`config.mk`:
```
export PLATFORM = sky130hd
export DESIGN_NAME = class_sim_search
export DESIGN_NICKNAME = d
export VERILOG_FILES = /design/src/rtl/hdc_pkg.sv /design/src/rtl/popcount_frame.sv /design/src/rtl/class_sim_search.sv
export SDC_FILE = /design/constraint.sdc
export NUM_CORES = 1
export LEC_CHECK = 0
export CELL_PAD_IN_SITES_DETAIL_PLACEMENT = 1
export CELL_PAD_IN_SITES_GLOBAL_PLACEMENT = 2
export CORE_MARGIN = 3
export CORE_UTILIZATION = 38
export DETAILED_ROUTE_END_ITERATION = 6
export PLACE_DENSITY = 0.87
export SLEW_MARGIN = 25
export SYNTH_ARGS = -nofsm -noshare
export SYNTH_HDL_FRONTEND = slang
export SYNTH_SLANG_ARGS = --single-unit
```
`constraint.sdc`:
```
create_clock -name clk -period 13.2 [get_ports clk]
set_clock_uncertainty 0.15 [all_clocks]
set_input_delay 3.96 -clock clk [delete_from_list [all_inputs] [get_ports clk]]
set_output_delay 3.96 -clock clk [all_outputs]
set_load 0.02 [all_outputs]
```
`src/rtl/hdc_pkg.sv`:
```
// rtl/hdc_pkg.sv - shared constants and FSM state type for the HDC similarity search
package hdc_pkg;

    localparam int FRAME_W   = 64;
    localparam int N_FRAMES  = 3;
    localparam int N_CLASSES = 8;
    localparam int ID_W      = 3;
    localparam int IDX_W     = 2;
    localparam int DIST_W    = 8;

    typedef enum logic [1:0] {
        LOAD,
        SEARCH,
        DRAIN,
        DONE
    } state_t;

endpackage

```
`src/rtl/popcount_frame.sv`:
```
// rtl/popcount_frame.sv - combinational population count of one frame
module popcount_frame #(
    parameter int W     = 64,
    parameter int CNT_W = $clog2(W + 1)
) (
    input  logic [W-1:0]     bits,
    output logic [CNT_W-1:0] cnt
);

    always_comb begin
        cnt = '0;
        for (int i = 0; i < W; i++) begin
            cnt = cnt + CNT_W'(bits[i]);
        end
    end

endmodule

```
`src/rtl/class_sim_search.sv`:
```
// rtl/class_sim_search.sv - sequential nearest-class Hamming search over the class store
module class_sim_search
    import hdc_pkg::*;
#(
    parameter int FRAME_W   = hdc_pkg::FRAME_W,
    parameter int N_FRAMES  = hdc_pkg::N_FRAMES,
    parameter int N_CLASSES = hdc_pkg::N_CLASSES,
    parameter int ID_W      = hdc_pkg::ID_W,
    parameter int IDX_W     = hdc_pkg::IDX_W,
    parameter int DIST_W    = hdc_pkg::DIST_W
) (
    input  logic               clk,
    input  logic               rst,
    input  logic               q_valid,
    output logic               q_ready,
    input  logic [FRAME_W-1:0] q_data,
    output logic [ID_W-1:0]    frame_id,
    output logic [IDX_W-1:0]   frame_index,
    input  logic [FRAME_W-1:0] class_vec_in,
    output logic               res_valid,
    input  logic               res_ready,
    output logic [ID_W-1:0]    res_class,
    output logic [DIST_W-1:0]  res_dist
);

    localparam int PC_W = $clog2(FRAME_W + 1);
    localparam logic [IDX_W-1:0] LAST_FRM = IDX_W'(N_FRAMES - 1);
    localparam logic [ID_W-1:0]  LAST_CLS = ID_W'(N_CLASSES - 1);

    state_t state_q, state_d;

    logic [FRAME_W-1:0] query [N_FRAMES];
    logic [IDX_W-1:0]   ld_cnt;
    logic [IDX_W-1:0]   frm;
    logic [ID_W-1:0]    cls;
    logic               q_hs, last_issue;

    logic [PC_W-1:0]    pc_comb, pc_r;
    logic [ID_W-1:0]    cls_r;
    logic               s1_valid, first_r, last_r;

    logic [DIST_W-1:0]  acc, acc_sum, best_dist;
    logic [ID_W-1:0]    best_cls;

    assign q_ready     = (state_q == LOAD);
    assign res_valid   = (state_q == DONE);
    assign q_hs        = q_valid & q_ready;
    assign last_issue  = (cls == LAST_CLS) && (frm == LAST_FRM);
    assign frame_id    = (state_q == SEARCH) ? cls : '0;
    assign frame_index = (state_q == SEARCH) ? frm : '0;
    assign res_class   = best_cls;
    assign res_dist    = best_dist;

    always_ff @(posedge clk or posedge rst) begin
        if (rst) state_q <= LOAD;
        else     state_q <= state_d;
    end

    always_comb begin
        state_d = state_q;
        case (state_q)
            LOAD:    if (q_hs && ld_cnt == LAST_FRM) state_d = SEARCH;
            SEARCH:  if (last_issue) state_d = DRAIN;
            DRAIN:   state_d = DONE;
            DONE:    if (res_ready) state_d = LOAD;
            default: state_d = LOAD;
        endcase
    end

    always_ff @(posedge clk or posedge rst) begin
        if (rst) begin
            ld_cnt <= '0;
            for (int i = 0; i < N_FRAMES; i++) query[i] <= '0;
        end else if (q_hs) begin
            query[ld_cnt] <= q_data;
            ld_cnt        <= (ld_cnt == LAST_FRM) ? '0 : ld_cnt + 1'b1;
        end else if (res_valid && res_ready) begin
            ld_cnt <= '0;
        end
    end

    // frm wraps at N_FRAMES so the store never sees an out-of-range index
    always_ff @(posedge clk or posedge rst) begin
        if (rst) begin
            cls <= '0;
            frm <= '0;
        end else if (state_q == SEARCH) begin
            if (frm == LAST_FRM) begin
                frm <= '0;
                cls <= cls + 1'b1;
            end else begin
                frm <= frm + 1'b1;
            end
        end else begin
            cls <= '0;
            frm <= '0;
        end
    end

    popcount_frame #(.W(FRAME_W), .CNT_W(PC_W)) u_popcount (
        .bits (query[frm] ^ class_vec_in),
        .cnt  (pc_comb)
    );

    always_ff @(posedge clk or posedge rst) begin
        if (rst) begin
            s1_valid <= 1'b0;
            pc_r     <= '0;
            cls_r    <= '0;
            first_r  <= 1'b0;
            last_r   <= 1'b0;
        end else begin
            s1_valid <= (state_q == SEARCH);
            pc_r     <= pc_comb;
            cls_r    <= cls;
            first_r  <= (frm == '0);
            last_r   <= (frm == LAST_FRM);
        end
    end

    assign acc_sum = (first_r ? '0 : acc) + DIST_W'(pc_r);

    // Strict less-than keeps the lower class id on ties since classes arrive in order
    always_ff @(posedge clk or posedge rst) begin
        if (rst) begin
            acc       <= '0;
            best_dist <= '0;
            best_cls  <= '0;
        end else if (state_q == LOAD && state_d == SEARCH) begin
            acc       <= '0;
            best_dist <= '1;
            best_cls  <= '0;
        end else if (s1_valid) begin
            acc <= acc_sum;
            if (last_r && acc_sum < best_dist) begin
                best_dist <= acc_sum;
                best_cls  <= cls_r;
            end
        end
    end

endmodule
```
; Word-level counts from Yosys, hierarchy flattened
; Index checks and enable logic that the tools add are counted.
[totals]
reg_bits = 233
[classes]
add_sub_neg = 67
order_cmp = 4
eq_ne = 8
muxes = 28
bitwise_logic = 4
n_reduce_logical = 12
[op_table]
columns = op, count
row1 = $add A7 B1 Y7, 62
row2 = $bwmux W192, 1
row3 = $mux W64, 3
row4 = $bmux W64 S2, 1
row5 = $demux W64 S2, 1
row6 = $xor A64 B64 Y64, 1
row7 = $mux W8, 6
row8 = $mux W2, 9
row9 = $mux W3, 6
row10 = $add A8 B7 Y8, 1
row11 = $eq A2 B2 Y1 const B, 4
row12 = $lt A8 B8 Y1, 1
row13 = $pmux W2 S4, 1
row14 = $ge A3 B3 Y1 const B, 2
row15 = $logic_and A1 B1 Y1, 6
row16 = $not A2 Y3, 2
row17 = $reduce_bool A2 Y1, 3
row18 = $add A2 B1 Y2 const B, 2
row19 = $eq A2 B1 Y1 const B, 2
row20 = $logic_not A2 Y1, 2
row21 = $add A3 B1 Y3 const B, 1
row22 = $eq A3 B3 Y1 const B, 1
row23 = $lt A3 B1 Y1 const B, 1
row24 = $add A1 B1 Y2, 1
row25 = other kinds (3), 3

; Depth between registers and ports, before layout
; Gate-level depths: netlist of the first run.
[depth]
ltp_word = 68
mapped_depth = 28
mapped_depth_nobuf = 26

; Cells and area by module
; Synthesis of the first run repeated with hierarchy kept, for this count alone.
[unflattened]
hier_cells = 1209
hier_area_um2 = 13187.6
[modules_own_cells]
columns = mod, instances, cells_each, area_each_um2
row1 = class_sim_search, 1, 1037, 11458.5
row2 = popcount_frame, 1, 172, 1729.2

; Worst setup path before layout of the first run
; Ideal clock, no wire load.
[synth_path]
kind = input-to-reg
start = input class_vec_in[0]
end = register pc_r[5]
setup_ns = 0.126
arrival_time_ns = 9.755
t_required_ns = 12.924
path_slack_ns = 3.168
stages = 17
cell_sequence = xnor2_1 > ha_1 > inv_1 > fa_1 > fa_1 > fa_1 > fa_1 > fa_1 > fa_1 > fa_1 > fa_1 > fa_1 > nor2b_1 > o21ai_0 > a21boi_0 > nor4_1 > a311o_1
[synth_between]
elab_chain_cells = 64
[synth_rtl]
columns = element, line_no
row1 = "start, declared", class_sim_search.sv:19  ; input logic [FRAME_W-1:0] class_vec_in,
row2 = $xor A64 B64 Y64, class_sim_search.sv:101  ; .bits (query[frm] ^ class_vec_in),
row3 = $add A1 B1 Y2, popcount_frame.sv:13  ; cnt = cnt + CNT_W'(bits[i]);
row4 = $add A7 B1 Y7 (62 in series), popcount_frame.sv:13
row5 = via pc_comb[5], class_sim_search.sv:38  ; logic [PC_W-1:0] pc_comb, pc_r;
row6 = "end signal, assigned", class_sim_search.sv:114  ; pc_r <= pc_comb;
row7 = "end, declared", class_sim_search.sv:38
; The timed path passes the listed nets, and every way through them passes these cells.
; A chain may end at the register's enable or synchronous reset.

; Worst setup path after layout of the first run
[layout_path]
start = input class_vec_in[1]
end = register pc_r[5]
; Same word-level chain as after synthesis.

==> flow_metrics.env, run 1 <==
export IMPL_maxCapViolCount=0
export IMPL_cts_setup_buffers=0
export IMPL_path_max_fanout=3
export IMPL_ios=150
export IMPL_reg2reg_from="frm[1]"
export IMPL_whs_endpoint="cls_r[2]"
export IMPL_status="complete, no violations"
export IMPL_die_x_um=190
export IMPL_cts_tree="yes"
export IMPL_hold_start="cls[2]"
export IMPL_met2_usage_pct=34.6
export IMPL_numPortBuffers=149
export IMPL_fin_tns_setup_ns=0
export IMPL_initial_core_util_pct=39.0
export IMPL_grt_max_degree=97
export IMPL_arrival_ns=10.72
export IMPL_netlist_area_um2=12800
export IMPL_die_h_um=190
export IMPL_htree_num_levels=1
export IMPL_die_area_um2=36000
export IMPL_grt_usage_pct=19.2
export IMPL_coreArea_um2=32900
export IMPL_synth_edff_count=0
export IMPL_layout_commonest_cell="nand2_1"
export IMPL_routed_via_density=5.00
export IMPL_hold_path_depth=0
export IMPL_ys_ff_latch=233
export IMPL_clock_sinks=233
export IMPL_drcViolationCount=0
export IMPL_grt_busiest_layer="met2"
export IMPL_cts_root_buffer="clkbuf_16"
export IMPL_worstSkewPairLatency_ns=0.54
export IMPL_hold_class="register to register"
export IMPL_routedWlPerCell_um=19.6
export IMPL_drive_gt1_share_pct=15.1
export IMPL_timing_fmax_ghz=0.0956
export IMPL_synthArstFlopShare_pct=100
export IMPL_place_congestion=0.811
export IMPL_grt_pass1_wl_um=54700
export IMPL_hold_violations=0
export IMPL_rows=66
export IMPL_crit_slowest_cell="fa_1"
export IMPL_clk_path_buf_depth=3
export IMPL_avgSynthCellArea_um2=11.2
export IMPL_vias=8738
export IMPL_fill_cells=3570
export IMPL_crit_required_ns=13.46
export IMPL_rsz0062_at_grt="no"
export IMPL_grt_pass1_vias=10038
export IMPL_netlist_instances=1148
export IMPL_antenna_found_initial=6
export IMPL_cts_buffers=28
export IMPL_slew_headroom_pct=34.2
export IMPL_ff2ff_path_depth=20
export IMPL_dp_hpwl_um=22900
export IMPL_drt_iter0_drc=271
export IMPL_fin_crit_ns=10.46
export IMPL_finalSetupViolations=0
export IMPL_final_cell_mix="nand2_1 (261), dfrtp_1 (231), clkdlybuf4s50_1 (149)"
export IMPL_synthFlopType="dfrtp_1"
export IMPL_clkTransAtPathRegs_ns=0.06
export IMPL_globalRouteMet3Util_pct=4.00
export IMPL_dr_pass1_iters=4
export IMPL_crit_path_start="class_vec_in[1]"
export IMPL_ctsResizeCount=0
export IMPL_crit_path_frequent_cell="fa_1"
export IMPL_synth_distinct_cells=41
export IMPL_ff2ff_setup_slack_ns=4.70
export IMPL_post_route_period_util_pct=79.3
export IMPL_grt_overflow=0
export IMPL_drtAntennaViolNets=0
export IMPL_syn2layout_area_growth_pct=22.4
export IMPL_use_met1_pct=23.7
export IMPL_end_kind="register"
export IMPL_worst_slew_pin_slew_ns=0.987
export IMPL_synth_nets=1367
export IMPL_path_cells="clkdlybuf4s50_1 > xnor2_1 > ha_1 > inv_1 > fa_1 > fa_1 > fa_1 > fa_1 > fa_1 > fa_1 > fa_1 > fa_1 > fa_1 > nor2b_1 > o21ai_0 > a21boi_0 > nor4_1 > a311o_1"
export IMPL_ys_seq_area_share_pct=45.5
export IMPL_start_kind="input port"
export IMPL_fin_nets=1502
export IMPL_slowest_delay_ns=0.53
export IMPL_critPathKind="input port to register"
export IMPL_wirelength_um=34300
export IMPL_timing_rr_end="pc_r[5]"
export IMPL_cts_hold_buf=0
export IMPL_drv_slew=0
export IMPL_synth_warnings=0
worst max-delay path: cells and delay by family:
family | cells | cell delay [ns]
xor+xnor | 1 | 0.34
fa+ha+maj | 10 | 4.87
simple gates | 2 | 0.21
buf+inv | 2 | 0.51
compound gates | 3 | 0.83
registers in the layout (all words and copies together), names as in the netlist, 2 cells and up:
signal     count
frm            2
res_dist       8
state_q        2
cls            3
res_class      3
cls_r          3
ld_cnt         2
acc            8
query        192
pc_r           7
cell type report:
cell class / count / area (um^2) / area share (%)
clock buffers: 43 / 858 / 5.47
clock inverters: 9 / 148 / 0.941
diodes: 1 / 2.50 / 0.0159
repair buffers: 161 / 1590 / 10.1
well taps: 442 / 553 / 3.52
inverters: 55 / 214 / 1.36
multi-input cells: 804 / 6500 / 41.4
flip-flops and latches: 233 / 5840 / 37.2
metal layers:
| metal | up-vias | part of all wire (%) |
|---|---|---|
| met2 | 137 | 51 |
| met4 | 10 | 2.0 |
| met5 | - | 0.20 |
| li1 | 4040 | - |
| met3 | 54 | 4.4 |
| met1 | 4497 | 42 |
how the worst max path moves through the flow:
stage	to
after detailed placement	pc_r[5]
after floorplan	acc[0]
after global routing	pc_r[5]
final	pc_r[5]
after global placement	pc_r[5]
after CTS	pc_r[5]
logic make-up after synthesis:
| kind of cell | synth area share (%) |
|---|---|
| xor gates and xnor gates | 4.92 |
| muxes | 18.4 |
| DFF | 45.5 |
| AOI/OAI and AO/OA | 4.68 |
| buffers and inverters | 4.06 |
| adders and majority gates | 11.7 |
| and+or+nand+nor | 10.8 |
stage by stage:
| step | util, % | setup WS [ns] | hold WS (ns) | area [um^2] | instances |
|---|---|---|---|---|---|
| finish | 47.8 | 2.74 | 0.279 | 15700 | 1748 |
| global route | 47.8 | 2.46 | 0.295 | 15700 | 1748 |
| global placement | 44.7 | 2.43 | 0.266 | 14700 | 1695 |
| CTS | 47.7 | 2.73 | 0.281 | 15700 | 1747 |
| floorplan | - | 2.70 | 0.239 | 12800 | 1148 |
| detailed placement | 44.7 | 2.24 | 0.266 | 14700 | 1695 |
Yosys cell counts (3+ instances only):
library cell	n	area, um^2
nand2_1	262	983
dfrtp_1	233	5830
mux2_2	79	890
mux2i_1	73	731
o21ai_0	68	340
xnor2_1	67	587
fa_1	55	1100
inv_1	55	206
mux2_4	49	736
ha_1	32	400
nor2_1	27	101
buf_2	23	115
a21oi_1	19	95.1
clkbuf_1	15	56.3
nor2b_1	12	75.1
buf_4	10	75.1
nor3_1	9	45.0
and2_1	7	43.8
a31oi_1	6	37.5
buf_6	5	56.3
xor2_1	5	43.8
nand2b_1	4	25.0
nand3_1	4	20.0
a211oi_1	3	22.5
a21o_1	3	22.5
buf_1	3	11.3
o211ai_1	3	22.5
Power of run 1 is left out: the tool's default activity adds up to more than one toggle a clock period on the data nets, which glitch-free logic cannot reach.
==> inputs of run 2 (changes only) <==
clock period = 10.2 ns   (was 13.2 ns; I/O delays follow)
==> flow_metrics.env, run 2 (synthesized netlist as in run 1, its figures left out) <==
export IMPL_status="complete, no violations"
export IMPL_hold_class="register to register"
export IMPL_clock_sinks=233
export IMPL_cts_tree="yes"
export IMPL_top_layer_used="met5"
export IMPL_final_cell_mix="nand2_1 (261), dfrtp_1 (231), clkdlybuf4s50_1 (149)"
export IMPL_end_kind="register"
export IMPL_fin_tns_setup_ns=0
export IMPL_wl_met1_um=14900
export IMPL_grt_max_degree=107
export IMPL_routedWlPerCell_um=19.7
export IMPL_multiInputGateArea_um2=6500
export IMPL_syn2layout_area_growth_pct=21.8
export IMPL_clkTransAtPathRegs_ns=0.06
export IMPL_hold_violations=0
export IMPL_post_route_period_util_pct=93.7
export IMPL_grt_pass1_vias=9872
export IMPL_die_x_um=190
export IMPL_coreArea_um2=32900
export IMPL_timing_rr_end="pc_r[5]"
export IMPL_largest_reg_flops=192
export IMPL_slew_headroom_pct=42.6
export IMPL_drive_gt1_share_pct=14.8
export IMPL_drtAntennaViolNets=0
export IMPL_timing_fmax_ghz=0.105
export IMPL_finalSetupViolations=0
export IMPL_ios=150
export IMPL_cts_hold_buf=0
export IMPL_ctsResizeCount=0
export IMPL_arrival_ns=9.83
export IMPL_crit_required_ns=10.47
export IMPL_wirelength_um=34500
export IMPL_grt_overflow=0
export IMPL_rows=66
export IMPL_ff2ff_path_depth=18
export IMPL_clk_path_buf_depth=3
export IMPL_rsz0062_at_grt="no"
export IMPL_ff2ff_setup_slack_ns=2.01
export IMPL_reg2reg_from="frm[1]"
export IMPL_met2_length_um=17500
export IMPL_dr_pass1_iters=4
export IMPL_dp_hpwl_um=23200
export IMPL_hold_path_depth=0
export IMPL_regMostFlops="query"
export IMPL_cts_root_buffer="clkbuf_16"
export IMPL_place_congestion=0.787
export IMPL_drcViolationCount=0
export IMPL_grt_usage_pct=19.5
export IMPL_grt_pass1_wl_um=55500
export IMPL_initial_core_util_pct=39.0
export IMPL_layout_commonest_cell="nand2_1"
export IMPL_drt_iter0_drc=350
export IMPL_die_h_um=190
export IMPL_routed_via_density=4.98
export IMPL_numPortBuffers=149
export IMPL_antenna_found_initial=5
export IMPL_start_kind="input port"
export IMPL_hold_start="cls[1]"
export IMPL_vias=8698
export IMPL_fill_cells=3589
export IMPL_maxCapViolCount=0
export IMPL_htree_num_levels=1
export IMPL_cts_setup_buffers=0
export IMPL_fin_crit_ns=9.56
export IMPL_cts_buffers=27
export IMPL_whs_endpoint="cls_r[1]"
export IMPL_route_met3_wl_um=1380
export IMPL_drv_slew=0
export IMPL_worstSkewPairLatency_ns=0.54
export IMPL_fin_nets=1502
export IMPL_path_max_fanout=3
export IMPL_regArea_um2=5840
export IMPL_worst_slew_pin_slew_ns=0.861
export IMPL_critPathKind="input port to register"
export IMPL_die_area_um2=36000
==> run 2: area by class of cell <==
class                      count  share of cell area, %
clock inverter                10                  0.881
antenna                        1                 0.0160
tap                          442                   3.54
timing repair buffer         162                   10.3
multi-input combinational    804                   41.6
clock buffer                  38                   4.85
inverter                      55                   1.37
sequential                   233                   37.4
==> run 2: how the worst max path moves through the flow <==
stage,from,end,slack [ns],cells past startpoint
final,class_vec_in[1],pc_r[5],0.64,18
after global routing,class_vec_in[1],pc_r[5],0.35,18
after CTS,class_vec_in[1],pc_r[5],0.67,18
after detailed placement,class_vec_in[1],pc_r[5],0.12,18
after global placement,class_vec_in[1],pc_r[5],0.32,18
after floorplan,rst,acc[0],0.60,1
==> run 2: through the flow <==
step	hold slack (ns)	util (%)	setup slack, ns	std cells	area, um^2
floorplan	0.239	-	0.600	1148	12800
global placement	0.266	44.7	0.323	1695	14700
detailed placement	0.275	44.7	0.122	1695	14700
CTS	0.290	47.4	0.665	1743	15600
global route	0.315	47.5	0.346	1744	15600
finish	0.286	47.5	0.640	1745	15600
==> run 2: routing by layer <==
metal	GRT usage [%]	vias up
li1	-	4035
met3	3.81	47
met1	24.7	4481
met5	0	-
met2	35.2	125
met4	3.47	10
==> run 2: worst max-delay path, cell delays in order <==
cell             delay (ns)
clkdlybuf4s50_1        0.42
xnor2_1                0.32
ha_1                   0.30
inv_1                  0.08
fa_1                   0.44
fa_1                   0.54
fa_1                   0.53
fa_1                   0.53
fa_1                   0.53
fa_1                   0.52
fa_1                   0.53
fa_1                   0.52
fa_1                   0.47
nor2b_1                0.12
o21ai_0                0.10
a21boi_0               0.37
nor4_1                 0.10
a311o_1                0.34
Power of run 2 is left out for the same reason.
==> patch 1: new RTL, config.mk and constraints of run 2 <==
`pc_r` no longer has a reset.
--- a/src/rtl/class_sim_search.sv
+++ b/src/rtl/class_sim_search.sv
@@ -106,5 +106,4 @@
         if (rst) begin
             s1_valid <= 1'b0;
-            pc_r     <= '0;
             cls_r    <= '0;
             first_r  <= 1'b0;
@@ -112,9 +111,12 @@
         end else begin
             s1_valid <= (state_q == SEARCH);
-            pc_r     <= pc_comb;
             cls_r    <= cls;
             first_r  <= (frm == '0);
             last_r   <= (frm == LAST_FRM);
         end
+    end
+
+    always_ff @(posedge clk) begin
+        pc_r <= pc_comb;
     end
 
Formal check against the unedited RTL: same outputs for any inputs over 4 cycles, from zero or initial values and one cycle with rst high; that may be too few to reach the edited logic, so the function may still have changed.
==> patch 1 against run 2 <==
Via count hardly changed; global-route usage shrank 0.38 points; design area did not move; area after synthesis is 0.33% lower; highest routed layer unchanged; sequential cell count stayed put; setup slack better by 0.18 ns; die area shrank 0.32%; routed wire length decreased by 1.5%.
Power is not shown: default switching activity piles up to over one toggle a cycle in this logic, so the estimate is an artifact.
==> patch 1: results (changes against run 2) <==
port bufs: 149 (unchanged)
Max FO, Critical Path: 3 (unchanged)
vias in the first global route: 9723 (was 9872)
r2r startpoint: frm[1]$_DFF_PP0_ (unchanged)
Distinct cells, synth: 42 (was 41)
first-pass GRT wire length: 54300 um (was 55500 um)
vias per inst: 4.97 (was 4.98)
Final HPWL DP: 22700 um (was 23200 um)
Clk Latency, worst-skew pair: 0.54 ns (about the same)
gp weighted congestion: 0.823 (was 0.787)
TritonRoute pass-1 iters: 4 (unchanged)
routed wire length: 34000 um (was 34500 um)
GR Util met1: 0.244 (was 0.247)
Async SR Flop Fraction: 0.970 (was 1.00)
Largest register FFs: 192 (unchanged)
Worst-Margin Slew: 1.01 ns (was 0.861 ns)
GR Layer Usage met3: 0.0465 (was 0.0381)
clock transition at the registers of the reported paths: 0.06 ns (about the same)
clk root buf: clkbuf_16 (unchanged)
Top reg by flops: query (unchanged)
share of layout cells above drive strength 1: 0.153 (was 0.148)
clock buffer depth: 3 (unchanged)
hold_sp: cls[2]$_DFFE_PP0P_ (was cls[1]$_DFFE_PP0P_)
syn nets: 1367 (unchanged)
crit-path max cell delay: 0.56 ns (was 0.54 ns)
CP Launch Point: class_vec_in[0] (was class_vec_in[1])
CP max stage cell: fa_1 (unchanged)
setup bufs post-CTS: 0 (unchanged)
post-cts gate resize count: 0 (unchanged)
Final nets: 1502 (unchanged)
largest net degree at the start of global routing: 101 (was 107)
CTS H-tree depth: 1 (unchanged)
top_reg_cell synth: dfrtp_1 (unchanged)
reg-to-reg slack, setup: 2.02 ns
Hold WC Path Type: register to register (unchanged)
initial DRC count: 303 (was 350)
antenna violations before repair: 9 (was 5)
TritonCTS Buffers: 27 (unchanged)
Seq/Total Area, Yosys: 0.453 (was 0.455)
most instantiated cells after synthesis: nand2_1, dfrtp_1, mux2_2 (unchanged)
met2 Use GR: 0.333 (was 0.352)
yosys warns: 0 (unchanged)
Total Routing Usage GR: 0.192 (was 0.195)
outcome: completed (unchanged)
ranking of synthesized cells by area: dfrtp_1, fa_1, nand2_1, mux2_2, mux2_4 (unchanged)
-- patch 1: cell type report --
| cell class | count | area, um^2 |
|---|---|---|
| diodes | 4 | 10.0 |
| clock buffers | 35 | 756 |
| multi-input cells | 804 | 6500 |
| inverters | 55 | 214 |
| well taps | 442 | 553 |
| flip-flops and latches | 233 | 5800 |
| repair buffers | 162 | 1590 |
| fillers | 3572 | 17300 |
| clock inverters | 15 | 188 |
-- patch 1: kinds of logic (layout without fill, tap and decap cells) --
family | count (synthesis) | after routing | synth area share
compound gates | 109 | 109 | 0.0470
xor+xnor | 72 | 72 | 0.0493
fa+ha+maj | 87 | 87 | 0.117
buf+inv | 111 | 267 | 0.0406
flops | 233 | 233 | 0.453
mux | 201 | 201 | 0.184
other cells | 0 | 4 | 0
simple gates | 335 | 335 | 0.108
-- patch 1: per-layer routing --
| metal | vias up | part of all wire |
|---|---|---|
| li1 | 4043 | - |
| met1 | 4439 | 0.43 |
| met2 | 149 | 0.49 |
| met3 | 56 | 0.053 |
| met4 | 12 | 0.020 |
| met5 | - | 0.0025 |
-- patch 1: worst paths after layout --
| path | depth (start not counted) | to |
|---|---|---|
| setup / recovery | 18 | pc_r[5]$_DFF_P_ |
| hold / removal | 0 | cls_r[2]$_DFF_PP0_ |
| setup reg to reg | 18 | pc_r[5]$_DFF_P_ |
| hold reg to reg | 0 | cls_r[2]$_DFF_PP0_ |
| max in group asynchronous | 3 | query[11]$_DFFE_PP0P_ |
| min in group asynchronous | 2 | query[52]$_DFFE_PP0P_ |
-- patch 1: per-stage QoR --
stage	cell area, um^2	setup WS [ns]	std cells	hold slack [ns]
3_3_place_gp	14700	0.376	1696	0.270
3_5_place_dp	14700	0.262	1696	0.273
6_report	15600	0.821	1750	0.286
5_1_grt	15600	0.573	1748	0.309
4_1_cts	15600	0.783	1746	0.287
2_1_floorplan	12800	0.799	1148	0.239
-- patch 1: worst max-delay path, delay by kind of cell --
family	cells	cell delay (ns)
AO/OA/AOI/OAI	3	0.77
AND/OR/NAND/NOR	2	0.23
buffers and inverters	2	0.47
adder cells (fa/ha/maj)	10	4.99
XOR/XNOR	1	0.14
==> patch 2: new RTL, config.mk and constraints of run 2 <==
Made on the original files. Set the package constant `FRAME_W` to 32 (it was 64).
--- a/src/rtl/hdc_pkg.sv
+++ b/src/rtl/hdc_pkg.sv
@@ -2,5 +2,5 @@
 package hdc_pkg;
 
-    localparam int FRAME_W   = 64;
+    localparam int FRAME_W   = 32;
     localparam int N_FRAMES  = 3;
     localparam int N_CLASSES = 8;
Ports: changed (resized class_vec_in and q_data); port bits go from 150 to 86. No check against the original RTL was run, so the function may have changed too.
==> patch 2 against run 2 <==
Setup slack improved by 1.2 ns; area after synthesis decreased by 43%; largest cell class unchanged; design area shrank 42%; sequential cell count fell by 97; die area down 42%; routed wire length is 46% lower.
Power is not shown: default switching activity piles up to over one toggle a cycle in this logic, so the estimate is an artifact.
==> patch 2: results (changes against run 2) <==
Hold Path Depth: 0 (unchanged)
Async SR Flop Fraction: 1.00 (unchanged)
reg-to-reg endpoint: pc_r[4]$_DFF_PP0_ (was pc_r[5]$_DFF_PP0_)
yosys warns: 0 (unchanged)
largest net degree at the start of global routing: 72 (was 107)
initial DRC count: 204 (was 350)
post-cts gate resize count: 0 (unchanged)
clock transition at the registers of the reported paths: 0.06 ns (about the same)
cells after synthesis: 673 (was 1148)
outcome: completed (unchanged)
crit-path max cell delay: 0.56 ns (was 0.54 ns)
Largest register FFs: 96 (was 192)
Max FO, Critical Path: 2 (was 3)
Vias: 5117 (was 8698)
TritonCTS Buffers: 17 (was 27)
r2r startpoint: frm[0]$_DFF_PP0_ (was frm[1]$_DFF_PP0_)
Seq/Total Area, Yosys: 0.465 (was 0.455)
most instantiated cells after synthesis: dfrtp_1, nand2_1, mux2_2 (was nand2_1, dfrtp_1, mux2_2)
gp weighted congestion: 0.777 (was 0.787)
TritonRoute pass-1 iters: 4 (unchanged)
routed wire length: 18500 um (was 34500 um)
Distinct cells, synth: 44 (was 41)
Critical Path AT: 8.54 ns (was 9.83 ns)
antenna violations before repair: 1 (was 5)
vias in the first global route: 5887 (was 9872)
Hold WC Path Type: register to register (unchanged)
CTS H-tree depth: 4 (was 1)
Total Routing Usage GR: 0.188 (was 0.195)
DP Worst Slack: 1.39 ns (was 0.122 ns)
worst r2r path cells: 18 (unchanged)
Clk Latency, worst-skew pair: 0.43 ns (was 0.54 ns)
setup bufs post-CTS: 0 (unchanged)
Fill cells: 2018 (was 3589)
Worst-Margin Slew: 1.01 ns (was 0.861 ns)
clock buffer depth: 2 (was 3)
syn nets: 789 (was 1367)
placed inst area: 8400 um^2 (was 14700 um^2)
Final nets: 870 (was 1502)
top_reg_cell synth: dfrtp_1 (unchanged)
setup_tns: 0 ns (unchanged)
reg-to-reg slack, setup: 3.38 ns (was 2.01 ns)
Antenna diodes: 0 (was 1)
Top reg by flops: query (unchanged)
share of layout cells above drive strength 1: 0.155 (was 0.148)
delay-heaviest family, CP: adder cells (unchanged)
hold endpoint: cls_r[1]$_DFF_PP0_ (unchanged)
CP Launch Point: class_vec_in[0] (was class_vec_in[1])
CP max stage cell: fa_1 (unchanged)
first-pass GRT wire length: 30300 um (was 55500 um)
clk root buf: clkbuf_16 (unchanged)
Final HPWL DP: 12500 um (was 23200 um)
Post-Place Cells: 994 (was 1695)
ranking of synthesized cells by area: dfrtp_1, mux2_2, fa_1, nand2_1, mux2i_1 (was dfrtp_1, fa_1, nand2_1, mux2_2, mux2_4)
routed len/inst: 18.0 um (was 19.7 um)
port bufs: 85 (was 149)
hold_sp: cls[1]$_DFFE_PP0P_ (unchanged)
## patch 2: stage by stage
stage	util	hold WS (ns)
floorplan	-	0.239
global placement	0.445	0.272
detailed placement	0.446	0.280
CTS	0.478	0.296
global route	0.479	0.316
finish	0.479	0.301
## patch 2: worst register-to-register path: stages, from the launching register on
cell,delay (ns)
dfrtp_2,0.41
nor2b_2,0.48
buf_4,0.48
a21oi_1,0.16
xnor2_1,0.16
ha_1,0.34
fa_1,0.53
fa_1,0.52
fa_1,0.53
fa_1,0.56
inv_1,0.06
fa_1,0.51
fa_1,0.52
fa_1,0.48
fa_1,0.44
inv_1,0.07
a21o_1,0.11
a21oi_1,0.07
xnor2_1,0.13
## patch 2: area by class of cell
| cell class | instances | area share |
|---|---|---|
| multi-input combinational | 468 | 0.401 |
| sequential | 136 | 0.377 |
| timing repair buffer | 93 | 0.101 |
| clock buffer | 18 | 0.0487 |
| tap | 260 | 0.0361 |
| clock inverter | 14 | 0.0191 |
| inverter | 38 | 0.0161 |
## patch 2: worst max path at each step
stage,end,slack [ns],cells past startpoint
3_3_place_gp,pc_r[4]$_DFF_PP0_,1.47,16
4_1_cts,pc_r[4]$_DFF_PP0_,1.78,16
2_1_floorplan,pc_r[4]$_DFF_PP0_,2.13,15
6_report,pc_r[4]$_DFF_PP0_,1.81,16
3_5_place_dp,pc_r[4]$_DFF_PP0_,1.39,16
5_1_grt,pc_r[4]$_DFF_PP0_,1.58,16
## patch 2: cells by family after synthesis
kind of cell | Yosys count | synth area share
and+or+nand+nor | 204 | 0.124
DFF | 136 | 0.465
muxes | 105 | 0.155
AOI/OAI and AO/OA | 70 | 0.0551
buffers and inverters | 69 | 0.0450
adders and majority gates | 48 | 0.108
xor gates and xnor gates | 41 | 0.0491
## patch 2: per-layer routing
metal / vias to the layer above / GRT usage / routed length (um)
li1: 2383 / - / -
met2: 89 / 0.341 / 9730
met3: 23 / 0.0401 / 743
met5: - / 0 / 20
met1: 2620 / 0.221 / 7710
met4: 2 / 0.0594 / 312
